File: config.mk
export PLATFORM = sky130hd
export DESIGN_NAME = latch_bank
export DESIGN_NICKNAME = d
export VERILOG_FILES = /design/src/rtl/latch_bank_pkg.sv /design/src/rtl/latch_bank_chan.sv /design/src/rtl/latch_bank.sv
export SDC_FILE = /design/constraint.sdc
export NUM_CORES = 1
export LEC_CHECK = 0
export BUFFER_PORTS_ARGS = -buffer_cell sky130_fd_sc_hd__buf_2
export CAP_MARGIN = 20
export CORE_MARGIN = 1
export CORE_UTILIZATION = 54
export DETAILED_ROUTE_END_ITERATION = 10
export PLACE_DENSITY = 0.76
export SETUP_SLACK_MARGIN = 0.15
export SYNTH_ARGS = -nofsm -noshare
export SYNTH_HDL_FRONTEND = slang
export SYNTH_SLANG_ARGS = --single-unit
File: constraint.sdc
create_clock -name clk -period 1.59 [get_ports clk]
set_input_delay 0 -clock clk [delete_from_list [all_inputs] [get_ports clk]]
set_output_delay 0 -clock clk [all_outputs]
set_load 0.005 [all_outputs]
File: src/rtl/latch_bank_pkg.sv
// Shared types for latch_bank: commit-scan FSM encoding and index-width helper.
package latch_bank_pkg;

  typedef enum logic [1:0] {
    IDLE = 2'd0,
    SCAN = 2'd1,
    DONE = 2'd2
  } state_e;

  function automatic int idx_w(input int n);
    return (n > 2) ? $clog2(n) : 1;
  endfunction

endpackage

File: src/rtl/latch_bank_chan.sv
// One latch_bank channel: staging register, committed output register, pending flag.
// Optional registered even parity of the output register under LATCH_BANK_PARITY_EN.
module latch_bank_chan #(
  parameter int               WIDTH   = 4,
  parameter logic [WIDTH-1:0] SET_VAL = '1
) (
  input  logic             clk,
  input  logic             aclr,
  input  logic             sset,
  input  logic             wr,
  input  logic             scan,
  input  logic [WIDTH-1:0] wr_data,
  output logic [WIDTH-1:0] q,
  output logic             pending
`ifdef LATCH_BANK_PARITY_EN
  ,
  output logic             q_par
`endif
);

  logic [WIDTH-1:0] staging_q, staging_d;
  logic [WIDTH-1:0] out_q, out_d;
  logic             pend_q, pend_d;

  // A scan commits the value staged before this edge, so a same-cycle write
  // lands in staging and keeps pending set for the next scan.
  always_comb begin
    staging_d = staging_q;
    out_d     = out_q;
    pend_d    = pend_q;
    if (sset) begin
      staging_d = SET_VAL;
      out_d     = SET_VAL;
      pend_d    = 1'b0;
    end else begin
      if (scan && pend_q) begin
        out_d  = staging_q;
        pend_d = 1'b0;
      end
      if (wr) begin
        staging_d = wr_data;
        pend_d    = 1'b1;
      end
    end
  end

  always_ff @(posedge clk or posedge aclr) begin
    if (aclr) begin
      staging_q <= '0;
      out_q     <= '0;
      pend_q    <= 1'b0;
    end else begin
      staging_q <= staging_d;
      out_q     <= out_d;
      pend_q    <= pend_d;
    end
  end

  assign q       = out_q;
  assign pending = pend_q;

`ifdef LATCH_BANK_PARITY_EN
  logic par_q, par_d;

  always_comb par_d = ^out_d;

  always_ff @(posedge clk or posedge aclr) begin
    if (aclr) par_q <= 1'b0;
    else      par_q <= par_d;
  end

  assign q_par = par_q;
`endif

endmodule

File: src/rtl/latch_bank.sv
// Bank of double-buffered channels committed by a one-channel-per-cycle scan.
// Optional per-channel output parity port q_par when LATCH_BANK_PARITY_EN is defined.
module latch_bank
  import latch_bank_pkg::*;
#(
  parameter int               WIDTH    = 4,
  parameter int               CHANNELS = 4,
  parameter logic [WIDTH-1:0] SET_VAL  = '1
) (
  input  logic                          clk,
  input  logic                          Aclr,
  input  logic                          Sset,
  input  logic                          wr_en,
  input  logic [idx_w(CHANNELS)-1:0]    wr_sel,
  input  logic [WIDTH-1:0]              wr_data,
  input  logic                          commit,
  output logic [CHANNELS*WIDTH-1:0]     q,
  output logic [CHANNELS-1:0]           pending,
  output logic                          busy,
  output logic                          commit_done
`ifdef LATCH_BANK_PARITY_EN
  ,
  output logic [CHANNELS-1:0]           q_par
`endif
);

  localparam int IW = idx_w(CHANNELS);

  state_e          state_q, state_d;
  logic [IW-1:0]   idx_q, idx_d;
  logic [CHANNELS-1:0] wr_hit, scan_hit;

  always_comb begin
    state_d = state_q;
    idx_d   = idx_q;
    if (Sset) begin
      state_d = IDLE;
      idx_d   = '0;
    end else begin
      unique case (state_q)
        IDLE: begin
          if (commit) begin
            state_d = SCAN;
            idx_d   = '0;
          end
        end
        SCAN: begin
          if (idx_q == IW'(CHANNELS - 1)) state_d = DONE;
          else                            idx_d   = idx_q + 1'b1;
        end
        DONE:    state_d = IDLE;
        default: state_d = IDLE;
      endcase
    end
  end

  always_ff @(posedge clk or posedge Aclr) begin
    if (Aclr) begin
      state_q <= IDLE;
      idx_q   <= '0;
    end else begin
      state_q <= state_d;
      idx_q   <= idx_d;
    end
  end

  // Out-of-range wr_sel matches no channel and is dropped.
  always_comb begin
    wr_hit   = '0;
    scan_hit = '0;
    for (int n = 0; n < CHANNELS; n++) begin
      wr_hit[n]   = wr_en && (wr_sel == IW'(n));
      scan_hit[n] = (state_q == SCAN) && (idx_q == IW'(n));
    end
  end

  assign busy        = (state_q != IDLE);
  assign commit_done = (state_q == DONE);

  for (genvar n = 0; n < CHANNELS; n++) begin : g_chan
    latch_bank_chan #(
      .WIDTH   (WIDTH),
      .SET_VAL (SET_VAL)
    ) u_chan (
      .clk     (clk),
      .aclr    (Aclr),
      .sset    (Sset),
      .wr      (wr_hit[n]),
      .scan    (scan_hit[n]),
      .wr_data (wr_data),
      .q       (q[n*WIDTH +: WIDTH]),
      .pending (pending[n])
`ifdef LATCH_BANK_PARITY_EN
      ,
      .q_par   (q_par[n])
`endif
    );
  end

endmodule

Word-level counts from Yosys, hierarchy flattened
Cells that the tools add are included.
{"block": "totals", "mem_bits_rw": 0, "latchBits": 0, "register_bits": 40, "mem_count": 0, "out_inout_bits": 22, "rom_bits": 0}
{"block": "classes", "n_lt_le_gt_ge": 0, "n_mul": 0, "add_sub_neg": 1, "div": 0, "n_shift": 0, "n_mux": 36, "eq_ne": 11, "reduce_logical": 31, "bitwise": 0}
{"operator": "4-bit 2-to-1 mux", "count": 16}
{"operator": "2-bit nonzero test", "count": 9}
{"operator": "3-bit nonzero test", "count": 5}
{"operator": "1-bit logical AND", "count": 12}
{"operator": "1-bit 2-to-1 mux", "count": 12}
{"operator": "2-bit 2-to-1 mux", "count": 6}
{"operator": "2-bit == test, second input constant", "count": 5}
{"operator": "2-bit case mux with 2 select lines", "count": 2}
{"operator": "2-bit by 1-bit == test with 1-bit output, second input constant", "count": 3}
{"operator": "2-bit logical NOT", "count": 3}
{"operator": "3-bit inequality test, second input constant", "count": 2}
{"operator": "3-bit by 2-bit inequality test with 1-bit output, second input constant", "count": 1}
{"operator": "3-bit AND reduction", "count": 1}
{"operator": "2-bit by 1-bit adder with 2-bit output, second input constant", "count": 1}
{"operator": "2-bit AND reduction", "count": 1}

Depth between registers and ports, before layout
{"block": "logic_depth", "word_depth": 6, "depth_mapped": 5}

Cells and area by module
Synthesis repeated with hierarchy kept, for this count alone.
{"block": "unflattened", "hier_cells": 162, "area_unflattened_um2": 1845.5}
{"module": "latch_bank_chan", "cells_per_inst": 31, "instances": 4, "seq_area_each_um2": 225.2, "area_per_inst_um2": 374.1}
{"module": "latch_bank", "cells_per_inst": 38, "instances": 1, "seq_area_each_um2": 100.1, "area_per_inst_um2": 349.1}

Worst setup path after synthesis
No wires, ideal clock.
{"block": "synth_timing", "kind": "flip-flop to flip-flop", "startpoint": "register idx_q[0]", "endpoint": "register g_chan[3].u_chan.out_q[0]", "path_slack_ps": 324, "path_buffers": 1, "setup_ps": 125, "arrival_time_ps": 1142, "period_less_slack_ps": 1266, "path_stages_with_launch": 6, "path_cell_list": "dfrtp_1 ha_1 and4b_1 buf_2 nor3_1 a21oi_1"}
{"block": "synth_via", "elab_chain_len": 4}
{"item": "start: declaration", "line": "latch_bank.sv:30", "source": "logic [IW-1:0] idx_q, idx_d;"}
{"item": "start signal: assignment", "line": "latch_bank.sv:63", "source": "idx_q <= idx_d;"}
{"item": "2-bit == test", "line": "latch_bank.sv:73", "source": "scan_hit[n] = (state_q == SCAN) && (idx_q == IW'(n));"}
{"item": "1-bit logical AND", "line": "latch_bank.sv:73"}
{"item": "1-bit logical AND", "line": "latch_bank_chan.sv:36", "source": "if (scan && pend_q) begin"}
{"item": "2-bit nonzero test (no source line)"}
{"item": "end signal: assignment", "line": "latch_bank_chan.sv:54", "source": "out_q <= out_d;"}
{"item": "end: declaration", "line": "latch_bank_chan.sv:22", "source": "logic [WIDTH-1:0] out_q, out_d;"}
Every way passes these cells.
A chain may end at the register's enable or synchronous reset.

Worst setup path in the final report
{"block": "layout_timing", "startpoint": "register idx_q[0]", "endpoint": "register g_chan[2].u_chan.out_q[3]"}
{"block": "layout_via", "elab_chain_len": 4}
{"item": "2-bit == test", "line": "latch_bank.sv:73"}
{"item": "1-bit logical AND", "line": "latch_bank.sv:73"}
{"item": "1-bit logical AND", "line": "latch_bank_chan.sv:36"}
{"item": "2-bit nonzero test (no source line)"}
{"item": "end signal: assignment", "line": "latch_bank_chan.sv:54"}
{"item": "end: declaration", "line": "latch_bank_chan.sv:22"}
Every way passes these cells.

==> reports/summary.txt <==
initial antenna violation count: 0
Seq. cell area: 1003 µm²
register area share after synthesis: 55.52%
FILL cells: 250
Pleak: 0.8560 nW
clock sink total: 40
Critical Path Source Type: register
Setup crit start: idx_q[0]
WS Path Type: register to register
drt first pass iters: 4
CTS tree: built
GPL Wtd Cong: 0.8008
Relative slew margins: 67.01%
routed vias/inst: 5.410
routing usage on met1: 27.16%
Top Usage Layer GRT: met2
max cap viols: 0
proportion of layout cells with a drive suffix above 1: 24.77%
Tmin final: 1390 ps
ant diodes: 0
final wirelength: 3593 µm
area leader, netlist: dfrtp_1
Area contributors post-synth: dfrtp_1, a211o_1, nor2_1
pin count of the biggest net entering global routing: 41
FF-to-FF Start: idx_q[0]
area of the die: 3574 µm²
Rows: 20
syn avg cell area: 9.961 µm²
# nets final: 236
Worst R2R Setup Slack: 200 ps
crit end category: register
mapped cell area: 1803 µm²
final std cells w/o fill: 266
syn_nets: 196
crit-path max FO: 7
DP Cell Count: 248
Die Ht: 59.78 µm
Pwr Density: 875.3 nW/µm²
Tightest Pin Transition: 494.9 ps
Avg WL per Cell: 13.51 µm
Yosys reg bits: 40
Critical Path RT: 1860 ps
number of global-route vias before repair: 1270
Area growth, synth to finish: 20.19%
Synth Flop Type: dfrtp_1
area of the multi-input gates: 701.9 µm²
CTS Buf Count: 5
synth warn: 0
I/O Pins: 33
final count of pins violating max slew: 0
Fin. Hold Viols: 0
Synth top cells by count: dfrtp_1, nor2_1, a21oi_1
CP endpoint: g_chan[2].u_chan.q[3]
RR Endpoint: g_chan[2].u_chan.q[3]
routing usage on met3: 5.844%
clock slew at reported path FFs: 110 ps
Max VDD drop: 815.5 µV
H-tree levels: 2
Hold Path Class: input pin to register
CORE AREA: 3103 µm²
clock buffer depth: 2
cell at the root of the clock tree: clkbuf_4
library cells used by synthesis: 24
Worst Skew: 12.41 ps
status: finished clean
Remaining DRCs: 0
HPWL Detailed: 2397 µm
antenna viol nets, final: 0
Tot GR Track Use: 22.05%
share of the synthesized area in the top cell type: 55.52%
CP Data Arrival Time: 1660 ps
Setup Viol. Count Final: 0
worst skew pair latency: 340 ps
EDFF count, synth: 0
total number of vias: 1439
asr flop ratio synth: 100.0%
1st-iter DRT viols: 74
first-pass GRT wire length: 5644 µm
period utilisation layout: 87.40%
Synth Instances: 181
worst-case reg-to-reg path depth: 5
Fmax: 719.6 MHz
setup TNS: 0 ps
met2 GRT Util: 36.67%
Die X: 59.78 µm
gr ovfl total: 0
initial core utilization: 58.10%
IO Port Bufs: 32
most frequent cell after synthesis: dfrtp_1
RSZ-0062 raised after global routing: yes
[metal layers]
metal | wire length, µm | share of wire (%) | vias up
met2 | 1787 | 50 | 34
met3 | 136 | 3.8 | 6
met5 | 0 | 0 | -
met4 | 46 | 1.3 | 0
met1 | 1623 | 45 | 687
li1 | - | - | 712
[logic make-up (layout without fill, tap and decap cells)]
| kind of cell | after synthesis | count (layout) | share of synthesized area, % |
|---|---|---|---|
| buffers and inverters | 22 | 63 | 5.621 |
| multiplexers | 1 | 1 | 0.5552 |
| AND/OR/NAND/NOR | 72 | 72 | 20.26 |
| adder cells (fa/ha/maj) | 4 | 4 | 2.776 |
| flip-flops | 40 | 40 | 55.52 |
| AO/OA/AOI/OAI | 42 | 42 | 15.27 |
[registers in the layout, indices dropped and copies added, names as in the netlist]
signal	cells
g_chan.u_chan.q	16
g_chan.u_chan.staging_q	16
g_chan.u_chan.pending	4
idx_q	2
state_q	2
[final cells by class]
cell class                 count  area share [%]
clock buffer                   6           1.905
multi-input combinational    119           32.39
clock inverter                 2           1.617
timing repair buffer          47           13.86
tap                           44           2.540
inverter                       8           1.386
sequential                    40           46.30
[power breakdown]
group,internal (mW),switching [mW]
clock,0.330,0.320
combinational,0.0750,0.101
sequential,1.05,0.0242
[through the flow]
stage	setup WS (ps)	instance area (µm²)	util, %	total power [mW]	hold slack, ps
4_1_cts	152.1	2141	68.99	1.912	63.83
3_3_place_gp	182.7	1997	64.35	1.245	131.2
6_report	200.4	2167	69.84	1.897	90.55
5_1_grt	118.0	2167	69.84	1.973	102.3
3_5_place_dp	114.0	1997	64.35	1.252	155.2
2_1_floorplan	324.0	1803	-	1.195	124.5
[worst min-delay path by stage]
stage               start                            end  cells after the start
3_3_place_gp         Aclr          g_chan[0].u_chan.q[2]                      3
2_1_floorplan  wr_data[0]  g_chan[0].u_chan.staging_q[0]                      1
3_5_place_dp         Aclr          g_chan[0].u_chan.q[2]                      3
5_1_grt         wr_sel[0]  g_chan[0].u_chan.staging_q[2]                      4
4_1_cts         wr_sel[0]       g_chan[0].u_chan.pending                      4
6_report        wr_sel[0]       g_chan[0].u_chan.pending                      4
[critical path, cell delays in order (launching register included)]
cell,delay (ps)
dfrtp_1,440
inv_2,90
ha_1,170
nand4b_1,260
buf_4,240
a21oi_1,120
[placed cells by master, fill, tap and decap left out, types with 2 or more instances in the layout]
cell,Yosys,layout
a211o_1,16,16
a21oi_1,21,21
a31oi_1,2,2
buf_2,3,32
buf_4,4,8
clkbuf_4,0,5
dfrtp_1,40,38
dfrtp_2,0,2
dlygate4sd3_1,0,6
ha_1,4,4
inv_1,8,6
inv_2,0,2
nand2_1,5,5
nand3_1,3,3
nand3b_1,4,4
nand4b_1,3,3
nor2_1,30,30
nor2b_1,5,5
nor3_1,18,18
o21ai_0,2,2
[repair_timing]
action                                  in CTS  in global routing
gates cloned                                 0                  0
gates resized for setup                      0                  5
setup buffers                                1                  3
hold endpoints to repair                    46                  0
hold buffers                                 6                  0
endpoints found under the setup margin       4                 14
Note: power is estimated with default switching activity, not from simulation.
